### src/rtl/attn_score_feeder_pkg.sv
// Shared definitions for the attention score feeder: Q8.7 score format,
// saturation bounds, the masked-score marker and the FSM state encoding.
package attn_score_feeder_pkg;

  localparam int SCORE_W    = 16;
  localparam int SCORE_FRAC = 7;

  localparam logic signed [SCORE_W-1:0] MASK_VAL  = 16'sh8000;
  localparam logic signed [SCORE_W-1:0] SCORE_MAX = 16'sh7fff;
  localparam logic signed [SCORE_W-1:0] SCORE_MIN = 16'sh8000;

  typedef enum logic [1:0] {
    S_IDLE   = 2'd0,
    S_WAIT   = 2'd1,
    S_STREAM = 2'd2
  } state_t;

endpackage

### src/rtl/attn_score_feeder_score_scale_sat.sv
// Combinational score datapath: scale a raw dot product by an unsigned Q0.16
// factor, round half toward +inf into Q8.7, saturate to 16 bits, and replace
// the result with the mask marker when the position is masked.
module score_scale_sat
  import attn_score_feeder_pkg::*;
#(
  parameter int ACC_W     = 32,
  parameter int ACC_FRAC  = 0,
  parameter int SCALE_Q16 = 8192,
  parameter int OUT_FRAC  = SCORE_FRAC
) (
  input  logic signed [ACC_W-1:0]   s_data_i,
  input  logic                      mask_i,
  output logic signed [SCORE_W-1:0] score_o
);

  // Shift that lands the product's binary point on the output's; must be >= 1.
  localparam int SH = ACC_FRAC + 16 - OUT_FRAC;
  localparam int PW = ACC_W + 17;

  localparam logic signed [16:0] SCALE  = 17'(SCALE_Q16);
  localparam logic signed [PW:0] HALF   = {{PW{1'b0}}, 1'b1} << (SH - 1);
  localparam logic signed [PW:0] SAT_HI = (PW + 1)'(SCORE_MAX);
  localparam logic signed [PW:0] SAT_LO = (PW + 1)'(SCORE_MIN);

  logic signed [PW-1:0]      prod;
  logic signed [PW:0]        biased;
  logic signed [PW:0]        rounded;
  logic signed [SCORE_W-1:0] sat;

  // One extra bit of headroom keeps the rounding bias from overflowing.
  always_comb begin
    prod    = PW'(s_data_i) * PW'(SCALE);
    biased  = (PW + 1)'(prod) + HALF;
    rounded = biased >>> SH;
    if (rounded > SAT_HI) begin
      sat = SCORE_MAX;
    end else if (rounded < SAT_LO) begin
      sat = SCORE_MIN;
    end else begin
      sat = rounded[SCORE_W-1:0];
    end
    score_o = mask_i ? MASK_VAL : sat;
  end

endmodule

### src/rtl/attn_score_feeder.sv
// Feeds one row of scaled, rounded, saturated and optionally causally masked
// Q8.7 scores into the softmax load port: a start pulse, then N beats under
// in_ready back-pressure, then a done pulse. Two register stages, one score
// per cycle when not stalled.
module attn_score_feeder
  import attn_score_feeder_pkg::*;
#(
  parameter int N         = 256,
  parameter int ACC_W     = 32,
  parameter int ACC_FRAC  = 0,
  parameter int SCALE_Q16 = 8192,
  parameter int OUT_W     = SCORE_W,
  parameter int OUT_FRAC  = SCORE_FRAC,
  parameter int CAUSAL    = 1
) (
  input  logic                    clk_i,
  input  logic                    rst_ni,
  input  logic                    row_start_i,
  input  logic [$clog2(N)-1:0]    q_pos_i,
  input  logic                    s_valid_i,
  input  logic signed [ACC_W-1:0] s_data_i,
  output logic                    s_ready_o,
  output logic                    start_o,
  output logic                    out_valid_o,
  output logic [OUT_W-1:0]        out_data_o,
  input  logic                    in_ready_i,
  output logic                    busy_o,
  output logic                    done_o
);

  localparam int QW = $clog2(N);
  localparam int CW = QW + 1;

  state_t state_q, state_d;
  logic [QW-1:0] q_pos_q, q_pos_d;
  logic [CW-1:0] in_cnt_q, in_cnt_d;
  logic [CW-1:0] out_cnt_q, out_cnt_d;
  logic          start_q, start_d;
  logic          done_q, done_d;
  logic          p1_valid_q, p1_valid_d;
  logic          p1_mask_q, p1_mask_d;
  logic signed [ACC_W-1:0] p1_data_q, p1_data_d;
  logic          out_valid_q, out_valid_d;
  logic [OUT_W-1:0] out_data_q, out_data_d;

  logic adv_en;
  logic s_accept;
  logic out_beat;
  logic mask_now;
  logic signed [SCORE_W-1:0] score;

  // Whole pipeline advances together unless a valid output is being held.
  always_comb begin
    adv_en    = !out_valid_q || in_ready_i;
    s_ready_o = (state_q == S_STREAM) && adv_en && (in_cnt_q < CW'(N));
    s_accept  = s_valid_i && s_ready_o;
    out_beat  = out_valid_q && in_ready_i;
    mask_now  = (CAUSAL != 0) && (in_cnt_q > {1'b0, q_pos_q});
  end

  score_scale_sat #(
    .ACC_W    (ACC_W),
    .ACC_FRAC (ACC_FRAC),
    .SCALE_Q16(SCALE_Q16),
    .OUT_FRAC (OUT_FRAC)
  ) u_scale (
    .s_data_i(p1_data_q),
    .mask_i  (p1_mask_q),
    .score_o (score)
  );

  // Next-state logic: row FSM, beat counters and the two pipeline stages.
  always_comb begin
    state_d     = state_q;
    q_pos_d     = q_pos_q;
    in_cnt_d    = in_cnt_q;
    out_cnt_d   = out_cnt_q;
    start_d     = 1'b0;
    done_d      = 1'b0;
    p1_valid_d  = p1_valid_q;
    p1_data_d   = p1_data_q;
    p1_mask_d   = p1_mask_q;
    out_valid_d = out_valid_q;
    out_data_d  = out_data_q;

    if (s_accept) begin
      in_cnt_d = in_cnt_q + CW'(1);
    end
    if (out_beat) begin
      out_cnt_d = out_cnt_q + CW'(1);
    end

    if (adv_en) begin
      p1_valid_d = s_accept;
      if (s_accept) begin
        p1_data_d = s_data_i;
        p1_mask_d = mask_now;
      end
      out_valid_d = p1_valid_q;
      if (p1_valid_q) begin
        out_data_d = OUT_W'(score);
      end
    end

    case (state_q)
      S_IDLE: begin
        if (row_start_i) begin
          q_pos_d   = q_pos_i;
          in_cnt_d  = '0;
          out_cnt_d = '0;
          start_d   = 1'b1;
          state_d   = S_WAIT;
        end
      end
      S_WAIT: begin
        if (in_ready_i) begin
          state_d = S_STREAM;
        end
      end
      S_STREAM: begin
        if (out_beat && (out_cnt_q == CW'(N - 1))) begin
          done_d  = 1'b1;
          state_d = S_IDLE;
        end
      end
      default: state_d = S_IDLE;
    endcase
  end

  // State register; a reset mid-row simply drops the row without done.
  always_ff @(posedge clk_i) begin
    if (!rst_ni) begin
      state_q     <= S_IDLE;
      q_pos_q     <= '0;
      in_cnt_q    <= '0;
      out_cnt_q   <= '0;
      start_q     <= 1'b0;
      done_q      <= 1'b0;
      p1_valid_q  <= 1'b0;
      p1_data_q   <= '0;
      p1_mask_q   <= 1'b0;
      out_valid_q <= 1'b0;
      out_data_q  <= '0;
    end else begin
      state_q     <= state_d;
      q_pos_q     <= q_pos_d;
      in_cnt_q    <= in_cnt_d;
      out_cnt_q   <= out_cnt_d;
      start_q     <= start_d;
      done_q      <= done_d;
      p1_valid_q  <= p1_valid_d;
      p1_data_q   <= p1_data_d;
      p1_mask_q   <= p1_mask_d;
      out_valid_q <= out_valid_d;
      out_data_q  <= out_data_d;
    end
  end

  assign start_o     = start_q;
  assign done_o      = done_q;
  assign out_valid_o = out_valid_q;
  assign out_data_o  = out_data_q;
  assign busy_o      = (state_q != S_IDLE);

endmodule
### config.mk
export PLATFORM = sky130hd
export DESIGN_NAME = attn_score_feeder
export DESIGN_NICKNAME = d
export VERILOG_FILES = /design/src/rtl/attn_score_feeder_pkg.sv /design/src/rtl/attn_score_feeder_score_scale_sat.sv /design/src/rtl/attn_score_feeder.sv
export SDC_FILE = /design/constraint.sdc
export NUM_CORES = 1
export LEC_CHECK = 0
export CAP_MARGIN = 10
export CORE_MARGIN = 2
export CORE_UTILIZATION = 40
export DETAILED_ROUTE_END_ITERATION = 8
export PLACE_DENSITY = 0.67
export SLEW_MARGIN = 30
export SYNTH_ARGS = -nofsm -noshare
export SYNTH_HDL_FRONTEND = slang
export SYNTH_SLANG_ARGS = --single-unit
### constraint.sdc
create_clock -name clk_i -period 2.1 [get_ports clk_i]
set_clock_uncertainty 0.15 [all_clocks]
set_input_delay 0.525 -clock clk_i [delete_from_list [all_inputs] [get_ports clk_i]]
set_output_delay 0.525 -clock clk_i [all_outputs]
set_load 0.02 [all_outputs]
* Word level (Yosys, flattened, before mapping) *
Index checks and enable logic that the tools add are counted.

storage, ports and cells
  flip-flop bits (word level) = 81
  latch bits = 0
  bits in writable memories = 0
  ROM bits = 0
  bits of input ports = 45
  output and inout port bits = 21
  word-level logic and storage cells = 54
  memories kept = 0

operators by class
  $add $sub $neg = 3
  multipliers = 0
  div/mod/pow operators = 0
  order comparisons = 4
  eq/ne operators = 6
  shifts and indexed selects = 0
  multiplexer cells = 15
  bitwise operators = 0
  reduce and logical (&&, ||, !) cells = 15

operators by type and width
  kind                                                                            count
  9-bit 2-to-1 mux                                                                6
  16-bit 2-to-1 mux                                                               3
  45-bit by 10-bit adder with 46-bit output, second input constant                1
  37-bit by 16-bit > comparator with 1-bit output, second input constant          1
  37-bit by 16-bit less-than comparator with 1-bit output, second input constant  1
  9-bit by 1-bit adder with 9-bit output, second input constant                   2
  2-bit AND reduction                                                             5
  9-bit by 8-bit == test with 1-bit output, second input constant                 1
  9-bit by 8-bit > comparator with 1-bit output                                   1
  9-bit less-than comparator, second input constant                               1
  2-bit 2-to-1 mux                                                                3
  2-bit case mux with 3 select lines                                              1
  1-bit logical AND                                                               5
  2-bit inequality test, second input constant                                    2
  3-bit AND reduction                                                             1
  2-bit by 1-bit == test with 1-bit output, second input constant                 1
  2-bit == test, second input constant                                            1
  2-bit logical NOT                                                               1
  1-bit 2-to-1 mux                                                                2
  2-bit by 1-bit inequality test with 1-bit output, second input constant         1
  2-bit nonzero test                                                              1
  1-bit logical NOT                                                               1
  1-bit logical OR                                                                1

* Depth between registers and ports, before layout *
  word-level depth = 8
  gate-level depth with buffers = 7
  mapped depth without buffers = 7

* By module *
A second synthesis with hierarchy kept.

unflattened totals
  cells, all modules = 425
  area, all modules = 3454.6 um2

modules (own cells, without submodules)
  module             times used  cells an instance  area an instance (um2)  sequential area each (um2)
  attn_score_feeder  1           393                3214.3                  1621.6
  score_scale_sat    1           32                 240.2                   0.0

* Worst setup path before layout *
Ideal clock, no wire load.

  path kind = input port to output port
  start = in in_ready_i
  end = out s_ready_o
  data arrival time = 1.066 ns
  data required time = 1.425 ns
  slack = 0.359 ns
  cell stages on the path = 2
  path buffers = 0
  cells stage by stage = nor2b_1 -> nor3_1

between the ends
  cells in the longest elaborated chain, start to end = 3

ends and longest elaborated chain
  what                             line                     RTL
  start, declared                  attn_score_feeder.sv:26  input logic in_ready_i,
  1-bit logical OR                 attn_score_feeder.sv:54  adv_en = !out_valid_q || in_ready_i;
  1-bit logical AND (2 in series)  attn_score_feeder.sv:55  s_ready_o = (state_q == S_STREAM) && adv_en && (in_cnt_q < CW'(N));
  end, declared                    attn_score_feeder.sv:22  output logic s_ready_o,

No other way between the ends.

==> flow_summary.json <==
{
  "end_kind": "output pin",
  "htree_levels": 3,
  "postSynth.asyncResetShare_pct": 0,
  "path_class": "flip-flop to output pin",
  "tritoncts_buffers": 9,
  "final_core_utilization_pct": 57.1,
  "grt_pass1_wl_mm": 12.5,
  "crit_path_cell_trace": "clkdlybuf4s50_1",
  "power_frac_clock_pct": 39.4,
  "place_congestion": 0.800,
  "fp.dieW_um": 94.5,
  "grt.met3_usage_pct": 2.95,
  "worst_slew_margin_rel_pct": 70.0,
  "drtAntennaViolNets": 0,
  "worstPathBufferInverterCount": 1,
  "insertedDiodeCount": 0,
  "hold_ws_ps": 308,
  "detail_route.wl_per_cell_um": 12.8,
  "fin_setup_tns_ps": 0,
  "min_period_ps": 2050,
  "grt_overflow_total": 0,
  "total_iterations_of_the_first_detailed_routing_run": 4,
  "number_of_synthesized_register_bits": 78,
  "crit_path_max_fanout": 5,
  "dpl_cell_area_um2": 4210,
  "avgSynthCellArea_um2": 8.40,
  "synth.yosys.seq_area_share_pct": 47.7,
  "critPathArrivalTime_ps": 1370,
  "critical_path.top_delay_family": "buffers and inverters",
  "antenna_violations_before_repair": 0,
  "timing.final.setup_violations": 0,
  "max_stage_delay_ps": 630,
  "track_usage_pct": 17.6,
  "post_synth_instance_area_um2": 3270,
  "number_of_enable_flip_flop_cells_after_synthesis": 0,
  "netSwitchingFraction_pct": 22.9,
  "place_worst_setup_slack_ps": -435,
  "row_count": 32,
  "core-area_um2": 7850,
  "cts_stage_hold_buffer_count": 0,
  "status": "finished, final reports clean",
  "fraction_of_layout_cells_with_a_size_suffix_above_1_pct": 12.2,
  "cts.root.buffer_cell": "clkbuf_8",
  "yosysWarningCount": 0,
  "final_hold_viol_count": 0,
  "die_h_um": 94.5,
  "worst_path_setup_slack_after_routing_ps": 51.5,
  "clk_path_buf_depth": 2,
  "yosys.cell_types.count": 37,
  "floorplan.initialDensity_pct": 41.7,
  "leakage_uw": 0.00163,
  "layout_worst_path_cycle_share_pct": 97.5,
  "first_iter_violations": 77,
  "synth.net_count": 446,
  "critPathRequiredTime_ps": 1420,
  "drcViolationCount": 0,
  "gr-max-usage-layer": "met2",
  "vias_in_the_first_global_route": 2818,
  "floorplan.io_pins": 66,
  "met1_usage_pct": 22.4,
  "max-cap-violations": 0,
  "number_of_cells_produced_by_synthesis": 390,
  "power_frac_seq_pct": 50.0,
  "power.combinational.fraction_pct": 10.6,
  "startpoint_type": "flip-flop",
  "dominantRegCellSynth": "dfxtp_1",
  "buffer_ports.inserted": 65,
  "flow.area_growth_from_synthesis_pct": 36.8,
  "clock_latency_ps": 340,
  "place.detailed.hpwl_mm": 5.21,
  "internal-power_uw": 2350,
  "maxSlewViolCount": 0,
  "cts_tree": "yes",
  "worstHoldPathType": "flip-flop to flip-flop",
  "grt_setup_unrepaired": "false",
  "total_via_count_in_the_routed_design": 2900,
  "path_depth": 1,
  "p_per_area_nw_per_um2": 680,
  "worst_r2r_path_depth": 6,
  "final_common_cell": "nand2_1",
  "clock-sinks": 78,
  "maximum_number_of_pins_on_one_net_before_global_route_repair": 50,
  "design.die.area_um2": 8930,
  "worst_path_max_delay_cell": "clkdlybuf4s50_1",
  "whs_path_depth": 2,
  "fmax_mhz": 488,
  "finalWirelength_mm": 7.41,
  "peakVddDrop_v": 0.000296,
  "fin_area_um2": 4480,
  "max_slew.worst_pin.slew_ps": 446,
  "finalNetCount": 527,
  "netSwitchingPower_uw": 698,
  "layout_common_cells": "97 x nand2_1, 78 x dfxtp_1, 60 x clkdlybuf4s50_1",
  "groute.layer.met2.usage_pct": 29.6,
  "cts.clk_slew.worst_paths_ps": 80,
  "detail_route.vias_per_cell": 5.02
}
[flip-flops by register name (all words and copies together) (netlist names)]
| name | count |
|---|---|
| done_o | 1 |
| in_cnt_q | 9 |
| out_cnt_q | 9 |
| out_data_o | 13 |
| out_valid_o | 1 |
| p1_data_q | 32 |
| p1_mask_q | 1 |
| p1_valid_q | 1 |
| q_pos_q | 8 |
| start_o | 1 |
| state_q | 2 |
[Yosys cell counts (2+ instances only)]
master	count	area share [%]
nor3_1	4	0.61
nor2b_1	3	0.57
ha_1	11	4.2
a211oi_1	3	0.69
buf_4	4	0.92
buf_2	6	0.92
or3_1	5	0.96
nand2_1	97	11
o21ai_0	12	1.8
a221oi_2	10	4.6
and3_1	3	0.57
mux2i_1	2	0.61
nor2_1	21	2.4
xnor2_1	4	1.1
nand3_1	7	1.1
nand2b_1	2	0.38
a21o_1	2	0.46
dfxtp_1	78	48
nor4_1	5	0.96
nand4_1	12	2.3
clkbuf_1	11	1.3
xor2_1	7	1.9
a21oi_1	54	8.3
inv_1	14	1.6
[power by group through the flow]
| stage | clock network [uW] | logic, uW | registers, uW |
|---|---|---|---|
| after floorplan | 0 | 148 | 1560 |
| final | 1200 | 323 | 1520 |
| after global placement | 0 | 317 | 1560 |
| after global routing | 1280 | 355 | 1530 |
| after CTS | 1230 | 319 | 1520 |
| after detailed placement | 0 | 321 | 1560 |
[metal layers]
metal	wire length [um]	vias up	share of wire [%]
met5	0	-	0
met1	3490	1336	47
li1	-	1508	-
met4	105	0	1.4
met3	243	10	3.3
met2	3570	46	48
[layout make-up]
class | count | area (um^2)
fillers | 735 | 3370
flip-flops and latches | 78 | 1560
multi-input cells | 274 | 1540
repair buffers | 93 | 971
clock buffers | 13 | 179
well taps | 102 | 128
inverters | 15 | 56.3
clock inverters | 3 | 40.0
[logic make-up (layout without fill, tap and decap cells)]
kind of cell / Yosys count / after routing / synth area share (%)
buf+inv: 38 / 124 / 5.27
compound gates: 88 / 88 / 17.6
simple gates: 162 / 162 / 21.7
flops: 78 / 78 / 47.7
xor+xnor: 11 / 11 / 2.94
mux: 2 / 2 / 0.611
fa+ha+maj: 11 / 11 / 4.20
[metrics by stage]
stage / instances / power (uW)
floorplan: 390 / 1710
global route: 578 / 3170
finish: 578 / 3050
detailed placement: 559 / 1880
CTS: 575 / 3070
global placement: 559 / 1870
[timing repair]
item / in CTS / in global routing
endpoints found under the hold margin: 0 / 0
setup endpoints to repair: 3 / 37
setup buffers: 0 / 2
pin swaps: 1 / 2
gates resized for setup: 6 / 5
gates cloned: 0 / 1
[final timing paths]
kind                         to     startpoint  slack, ps
setup / recovery  out_data_o[2]  out_data_o[3]         50
hold / removal    p1_data_q[31]  p1_data_q[31]        310
setup reg to reg      p1_mask_q    in_cnt_q[3]        310
hold reg to reg   p1_data_q[31]  p1_data_q[31]        310
(Power assumes the default switching activity.)
